==> src/rtl/mux_sel_rr_scheduler.sv <==
// Round-robin select generator for a 4:1 mux: grants one request, settles, samples y, hands it downstream.
// Latency: request seen in IDLE at edge N gives out_valid after edge N+SETTLE_CYCLES+1.
// Backpressure: result held until out_ready; optional drop after TIMEOUT cycles when MUX_SCHED_TIMEOUT_EN is defined.
module mux_sel_rr_scheduler #(
    parameter int SETTLE_CYCLES = 2,
    parameter int TIMEOUT       = 15
) (
    input  logic       clk,
    input  logic       rst,
    input  logic [3:0] req,
    output logic       s1,
    output logic       s2,
    input  logic       y,
    output logic [3:0] grant,
    output logic       out_data,
    output logic [1:0] out_src,
    output logic       out_valid,
    input  logic       out_ready,
    output logic [3:0] ack,
    output logic       busy,
    output logic       timeout_err
);

    typedef enum logic [1:0] {IDLE, SETTLE, CAPTURE, OUTPUT} state_t;

    state_t     state, state_nxt;
    logic [1:0] ptr;
    logic [3:0] settle_cnt;
    logic [1:0] pick_idx;
    logic       pick_vld;
    logic       hs;
    logic       to_hit;

    assign busy = (state != IDLE);
    assign hs   = (state == OUTPUT) && out_ready;

    // First requesting input at or after ptr, wrapping modulo 4.
    always_comb begin
        pick_idx = 2'd0;
        pick_vld = 1'b0;
        for (int i = 0; i < 4; i++) begin
            logic [1:0] cand;
            cand = ptr + 2'(i);
            if (!pick_vld && req[cand]) begin
                pick_idx = cand;
                pick_vld = 1'b1;
            end
        end
    end

`ifdef MUX_SCHED_TIMEOUT_EN
    logic [7:0] wait_cnt;

    assign to_hit = (state == OUTPUT) && !out_ready && (wait_cnt == 8'(TIMEOUT - 1));

    always_ff @(posedge clk or posedge rst) begin
        if (rst) begin
            wait_cnt    <= 8'd0;
            timeout_err <= 1'b0;
        end else begin
            if (state == CAPTURE)
                wait_cnt <= 8'd0;
            else if (state == OUTPUT && !out_ready)
                wait_cnt <= wait_cnt + 8'd1;
            if (to_hit)
                timeout_err <= 1'b1;
        end
    end
`else
    assign to_hit      = 1'b0;
    assign timeout_err = 1'b0;
`endif

    always_ff @(posedge clk or posedge rst) begin
        if (rst)
            state <= IDLE;
        else
            state <= state_nxt;
    end

    always_comb begin
        state_nxt = state;
        case (state)
            IDLE:    if (pick_vld) state_nxt = SETTLE;
            SETTLE:  if (settle_cnt == 4'd0) state_nxt = CAPTURE;
            CAPTURE: state_nxt = OUTPUT;
            OUTPUT:  if (hs || to_hit) state_nxt = IDLE;
            default: state_nxt = IDLE;
        endcase
    end

    // Select only moves on the IDLE->SETTLE edge so y is sampled from a quiet mux.
    always_ff @(posedge clk or posedge rst) begin
        if (rst) begin
            ptr        <= 2'd0;
            s1         <= 1'b0;
            s2         <= 1'b0;
            grant      <= 4'd0;
            settle_cnt <= 4'd0;
            out_data   <= 1'b0;
            out_src    <= 2'd0;
            out_valid  <= 1'b0;
            ack        <= 4'd0;
        end else begin
            ack <= 4'd0;
            case (state)
                IDLE: begin
                    if (pick_vld) begin
                        s1         <= pick_idx[1];
                        s2         <= pick_idx[0];
                        grant      <= 4'b0001 << pick_idx;
                        settle_cnt <= 4'(SETTLE_CYCLES - 1);
                    end
                end
                SETTLE: begin
                    if (settle_cnt != 4'd0)
                        settle_cnt <= settle_cnt - 4'd1;
                end
                CAPTURE: begin
                    out_data  <= y;
                    out_src   <= {s1, s2};
                    out_valid <= 1'b1;
                end
                OUTPUT: begin
                    if (hs || to_hit) begin
                        out_valid <= 1'b0;
                        grant     <= 4'd0;
                        ptr       <= {s1, s2} + 2'd1;
                        if (hs)
                            ack <= grant;
                    end
                end
                default: ;
            endcase
        end
    end

endmodule

==> config.mk <==
export PLATFORM = sky130hd
export DESIGN_NAME = mux_sel_rr_scheduler
export DESIGN_NICKNAME = d
export VERILOG_FILES = /design/src/rtl/mux_sel_rr_scheduler.sv
export SDC_FILE = /design/constraint.sdc
export NUM_CORES = 1
export LEC_CHECK = 0
export BUFFER_PORTS_ARGS = -buffer_cell sky130_fd_sc_hd__buf_4
export CAP_MARGIN = 20
export CORE_UTILIZATION = 29
export CTS_CLUSTER_SIZE = 28
export DETAILED_ROUTE_END_ITERATION = 6
export GPL_ROUTABILITY_DRIVEN = 0
export PLACE_DENSITY = 0.45
export SYNTH_ARGS = -nofsm -noshare
export SYNTH_HDL_FRONTEND = slang
export SYNTH_SLANG_ARGS = --single-unit
==> constraint.sdc <==
create_clock -name clk -period 3.4 [get_ports clk]
set_clock_uncertainty 0.05 [all_clocks]
set_input_delay 0 -clock clk [delete_from_list [all_inputs] [get_ports clk]]
set_output_delay 0 -clock clk [all_outputs]
set_load 0.01 [all_outputs]
; After elaboration in Yosys (flattened, before gate mapping)
; Cells that the tools add are included.
[word_totals]
regBits = 22
output_inout_bits = 16
[classes]
addsub = 5
n_lt_le_gt_ge = 4
n_eq_ne = 7
n_shift = 1
muxes = 30
reduce_logical = 20
[op_table]
columns = operator, n
row1 = 2-to-1 mux 4 bit, 6
row2 = case mux 4 bit (2 select lines), 2
row3 = 2-to-1 mux 2 bit, 7
row4 = less-than comparator 2 x 3 -> 1 bit (second input constant), 4
row5 = 2-to-1 mux 1 bit, 9
row6 = AND reduction 3 bit, 3
row7 = binary-select mux 1 bit (select 2 bit), 4
row8 = != test 2 bit (second input constant), 4
row9 = case mux 2 bit (4 select lines), 1
row10 = nonzero test 2 bit, 4
row11 = AND reduction 2 bit, 3
row12 = adder 2 x 1 -> 2 bit (second input constant), 2
row13 = adder 2 bit (second input constant), 2
row14 = == test 2 bit (second input constant), 2
row15 = logical AND 1 bit, 4
row16 = logical NOT 4 bit, 1
row17 = nonzero test 4 bit, 1
row18 = left shift 1 x 2 -> 4 bit (first input constant), 1
row19 = subtractor 4 x 1 -> 4 bit (second input constant), 1
row20 = logical NOT 1 bit, 3
row21 = == test 2 x 1 -> 1 bit (second input constant), 1
row22 = logical NOT 2 bit, 1
row23 = case mux 1 bit (2 select lines), 1

; Logic depth before layout (Yosys ltp)
[logic_depth]
depth_word = 15
depth_mapped = 6

; Worst setup path after synthesis
; No wires, ideal clock.
[synth_timing]
path_type = reg2reg
from = register settle_cnt[0]
to = register state[1]
t_arrival_ns = 1.524
t_required_ns = 3.225
setup_slack_ns = 1.701
path_stages_with_launch = 7
n_path_buf = 0
period_less_slack_ns = 1.699
cell_sequence = dfrtp_1 > inv_1 > ha_1 > inv_1 > o31a_4 > nor3_4 > mux2_4
[synth_between]
elab_chain_len = 3
[synth_lines]
columns = item, line_no
row1 = from (decl), 28  ; logic [3:0] settle_cnt;
row2 = from (signal assigned), 112  ; settle_cnt <= 4'(SETTLE_CYCLES - 1);
row3 = from (signal assigned), 117  ; settle_cnt <= settle_cnt - 4'd1;
row4 = logical NOT 4 bit, 85  ; SETTLE: if (settle_cnt == 4'd0) state_nxt = CAPTURE;
row5 = != test 2 bit (no source line), n/a
row6 = AND reduction 3 bit (no source line), n/a
row7 = to (signal assigned), 78  ; state <= state_nxt;
row8 = to (decl), 26  ; state_t state, state_nxt;
; No other way between the ends.
; A chain may end at the register's enable or synchronous reset.

; Worst setup path in the final report
; Ends and elaborated chain as after synthesis.

==> impl_results.html <==
<table>
<tr><th>Metric</th><th>Value</th></tr>
<tr><th colspan="2">Place</th></tr>
<tr><td>Instance area at placement</td><td>0.001368 mm^2</td></tr>
<tr><td>Inst Count DP</td><td>around 170</td></tr>
<tr><td>Worst setup slack after placement</td><td>~1.6 ns</td></tr>
<tr><td>Post-DP HPWL</td><td>between 1500 and 2000 um</td></tr>
<tr><td>I/O Buffers</td><td>22</td></tr>
<tr><th colspan="2">Logic synthesis</th></tr>
<tr><td>Synthesized instance count</td><td>roughly 110</td></tr>
<tr><td>Library cells used by synthesis</td><td>36</td></tr>
<tr><td>Top-area cell type share of the netlist area</td><td>between 40% and 50%</td></tr>
<tr><td>Post-synthesis cell area</td><td>0.001150 mm^2</td></tr>
<tr><td>Synth Net Count</td><td>roughly 120</td></tr>
<tr><td>Dominant synthesized flop cell</td><td>dfrtp_1</td></tr>
<tr><td>Seq cells post-synth</td><td>22</td></tr>
<tr><td>Avg Inst Size Synth</td><td>roughly 11 um^2</td></tr>
<tr><td>Post-synthesis cell type with the largest combined area</td><td>dfrtp_1</td></tr>
<tr><td>Cells taking the most area after synthesis</td><td>dfrtp_1 48%, ha_1 6.5%, o21ai_0 4.4%</td></tr>
<tr><td>Share of flip-flops with an asynchronous set or reset after synthesis</td><td>between 90% and 100%</td></tr>
<tr><td>Register area share after synthesis</td><td>approximately 48%</td></tr>
<tr><td>Warnings, synthesis</td><td>0</td></tr>
<tr><td>EDFF count, synth</td><td>0</td></tr>
<tr><th colspan="2">Finish</th></tr>
<tr><td>Fraction of layout cells with a size suffix above 1</td><td>about 29%</td></tr>
<tr><td>Area of all placed cells without fillers</td><td>0.001469 mm^2</td></tr>
<tr><td>Number of cells in the finished layout apart from fillers</td><td>around 180</td></tr>
<tr><td>Most frequent cells in the layout</td><td>22 x dfrtp_1, 22 x buf_4, 10 x inv_1, 10 x o21ai_0, 8 x nand2_1</td></tr>
<tr><td>Signed area change from the synthesized netlist to the final layout</td><td>27.75%</td></tr>
<tr><td>Number of diodes added for antenna fixing</td><td>0</td></tr>
<tr><td>Number of nets in the layout</td><td>148</td></tr>
<tr><th colspan="2">Timing</th></tr>
<tr><td>RSZ-0062 raised after global routing</td><td>false</td></tr>
<tr><td>Total Negative Setup Slacks</td><td>0 ns</td></tr>
<tr><td>Count of final max-slew check failures</td><td>0</td></tr>
<tr><td>Final setup viols</td><td>0</td></tr>
<tr><td>Achievable Freq</td><td>between 500 and 600 MHz</td></tr>
<tr><td>Worst rel slew slack</td><td>44.33%</td></tr>
<tr><td>Worst-margin pin slew</td><td>0.8342 ns</td></tr>
<tr><td>Clock period minus final worst setup slack</td><td>1.775 ns</td></tr>
<tr><td>Final cycle utilization of the critical path</td><td>between 50% and 60%</td></tr>
<tr><td>Final worst-path setup slack</td><td>between 1.5 and 2 ns</td></tr>
<tr><td>Hold Violations, Final</td><td>0</td></tr>
<tr><th colspan="2">Power</th></tr>
<tr><td>Leak Pwr</td><td>0.7139 nW</td></tr>
<tr><td>Net switching fraction of the power</td><td>37.15%</td></tr>
<tr><td>Max IR drop VDD</td><td>between 300 and 400 uV</td></tr>
<tr><td>Gate power share</td><td>between 40% and 50%</td></tr>
<tr><td>Share of power burned in the clock network</td><td>a little under a fifth</td></tr>
<tr><td>P per Cell Area</td><td>just under 900 mW/mm^2</td></tr>
<tr><td>Internal Dissipation</td><td>0.8142 mW</td></tr>
<tr><td>Proportion of power drawn by flip-flops and latches</td><td>a little over a third</td></tr>
<tr><td>Total power</td><td>about 1.3 mW</td></tr>
<tr><td>Net load switching power</td><td>between 0.4 and 0.5 mW</td></tr>
<tr><th colspan="2">Run</th></tr>
<tr><td>Reported max-cap violation count</td><td>0</td></tr>
<tr><th colspan="2">Clock tree</th></tr>
<tr><td>Buffer depth of the longest clock path</td><td>2</td></tr>
<tr><td>Number of buffers created by CTS</td><td>3</td></tr>
<tr><td>Insertion delay of the later-clocked pin in the worst-skew pair</td><td>roughly 0.27 ns</td></tr>
<tr><td>Number of sinks driven by the clock tree</td><td>22</td></tr>
<tr><td>Buffers inserted during post-CTS setup optimization</td><td>0</td></tr>
<tr><td>Number of buffers added to fix hold violations after cts</td><td>3</td></tr>
<tr><td>Clk slew on worst S/H paths</td><td>approximately 0.09 ns</td></tr>
<tr><td>H-tree Lvls</td><td>1</td></tr>
<tr><td>Clock tree from TritonCTS</td><td>done</td></tr>
<tr><td>Buffer cell driving the clock tree root</td><td>clkbuf_8</td></tr>
<tr><td>Number of cells upsized or downsized after cts</td><td>0</td></tr>
<tr><th colspan="2">Routing</th></tr>
<tr><td>Post-detailed-route wirelength per cell</td><td>around 13 um</td></tr>
<tr><td>Number of design-rule violations left by the first detailed-router iteration</td><td>30</td></tr>
<tr><td>Remaining number of nets flagged by the antenna check after routing</td><td>0</td></tr>
<tr><td>Final wirelength</td><td>2431 um</td></tr>
<tr><td>Vias after detailed routing</td><td>868</td></tr>
<tr><td>Vias per cell</td><td>roughly 4.8</td></tr>
<tr><td>Number of iterations in the first detailed-routing pass</td><td>4</td></tr>
<tr><td>Residual DRC</td><td>0</td></tr>
<tr><th colspan="2">Floorplan</th></tr>
<tr><td>Initial Utilization</td><td>a little over 30%</td></tr>
<tr><td>Top-Level Pins</td><td>24</td></tr>
<tr><td>Width of the die</td><td>roughly 65 um</td></tr>
<tr><td>Floorplan row count</td><td>22</td></tr>
<tr><td>Total die area</td><td>0.004221 mm^2</td></tr>
<tr><td>Die H</td><td>roughly 65 um</td></tr>
<tr><td>Standard cell core area</td><td>0.003744 mm^2</td></tr>
<tr><th colspan="2">Critical path</th></tr>
<tr><td>Kind of end point of the critical path</td><td>flop</td></tr>
<tr><td>Slowest library cell on the worst path</td><td>dfrtp_1</td></tr>
<tr><td>Highest fanout seen on the critical path</td><td>7</td></tr>
<tr><td>Setup slack, reg-to-reg</td><td>between 1.5 and 2 ns</td></tr>
<tr><td>Sort of element at the start of the critical path</td><td>flop</td></tr>
<tr><td>Kind of cell adding the most delay to the critical path</td><td>flip-flops</td></tr>
<tr><td>Cell type with the highest occurrence count on the critical path</td><td>inv_1</td></tr>
<tr><td>Delay of the slowest cell on the worst path</td><td>0.41 ns</td></tr>
<tr><td>Critical Path RT</td><td>3.50 ns</td></tr>
<tr><td>Sequence of cells on the critical path</td><td>inv_1, ha_1, inv_1, o31a_4, nor3_4, mux2_4</td></tr>
<tr><td>Worst path bufs/invs</td><td>2</td></tr>
<tr><td>Critical Path AT</td><td>about 1.9 ns</td></tr>
<tr><td>Critical path class</td><td>flop to flop</td></tr>
<tr><th colspan="2">Hold path</th></tr>
<tr><td>Class of the tightest hold or removal check</td><td>input pin to flop</td></tr>
<tr><th colspan="2">GRT</th></tr>
<tr><td>Wire length of the first global-routing pass</td><td>just under 4000 um</td></tr>
<tr><td>Number of antenna violations at the first check in global routing</td><td>0</td></tr>
<tr><td>Pin count of the biggest net entering global routing</td><td>23</td></tr>
<tr><td>Grt ovf</td><td>0</td></tr>
<tr><td>Global routing usage summed across all routing layers</td><td>12.92%</td></tr>
<tr><td>Number of global-route vias before repair</td><td>846</td></tr>
<tr><th colspan="2">Run status</th></tr>
<tr><td>Result of the run</td><td>finished, final reports clean</td></tr>
</table>
## power by group through the flow
stage | registers [mW] | clock network, mW | logic (mW)
finish | 0.450 | 0.247 | 0.599
global route | 0.466 | 0.260 | 0.668
CTS | 0.452 | 0.252 | 0.608
detailed placement | 0.455 | 0 | 0.604
global placement | 0.450 | 0 | 0.589
floorplan | 0.457 | 0 | 0.394
## state kept, by name (all words and copies together) (netlist names)
name / flops
out_src: 2
s2: 1
ack: 4
out_valid: 1
settle_cnt: 4
s1: 1
state: 2
ptr: 2
out_data: 1
grant: 4
## final timing paths
kind / startpoint / endpoint / depth (start not counted)
max in group asynchronous: rst / state[1] / 3
max: settle_cnt[0] / state[1] / 6
min reg2reg: settle_cnt[3] / settle_cnt[3] / 1
min in group asynchronous: rst / s1 / 3
min: req[3] / s1 / 3
max reg2reg: settle_cnt[0] / state[1] / 6
## cell families after synthesis
family	count (synthesis)	synth area share [%]
flops	22	47.88
xor+xnor	1	0.7618
other cells	1	0.3261
compound gates	26	17.08
simple gates	32	17.52
mux	6	5.984
fa+ha+maj	6	6.529
buf+inv	11	3.918
## cell type report
class	instances	area, um^2
clock inverters	1	30.03
flip-flops and latches	22	550.5
clock buffers	3	41.29
fillers	397	2275
multi-input cells	72	554.3
well taps	48	60.06
inverters	10	37.54
repair buffers	25	195.2
## synthesized netlist by cell type (2+ instances only)
cell	count
mux2_2	3
mux2i_1	2
inv_1	10
nor3_1	3
ha_1	6
nor2b_1	2
o21ai_0	10
and3_1	4
nor2_1	4
nand2_1	8
dfrtp_1	22
a32o_1	4
a21oi_1	2
nand2b_1	3
## metrics by stage
| stage | hold slack, ns | utilization, % |
|---|---|---|
| final | 0.1802 | 39.24 |
| after global routing | 0.2070 | 39.24 |
| after CTS | 0.1770 | 39.24 |
| after detailed placement | 0.1902 | 36.53 |
| after global placement | 0.1851 | 36.53 |
| after floorplan | -0.06077 | - |
## worst register-to-register path, stage by stage, from the launching register on
cell     delay [ns]
dfrtp_1        0.41
inv_1          0.09
ha_1           0.15
inv_1          0.06
o31a_4         0.37
nor3_4         0.22
mux2_4         0.32
## routing by layer
layer	vias up	track usage, %	part of all wire, %
li1	428	-	-
met1	414	16.78	50
met5	-	0	0
met4	0	8.333	2.6
met2	22	19.14	44
met3	4	2.817	3.9
Note: power is estimated with default switching activity, not from simulation.
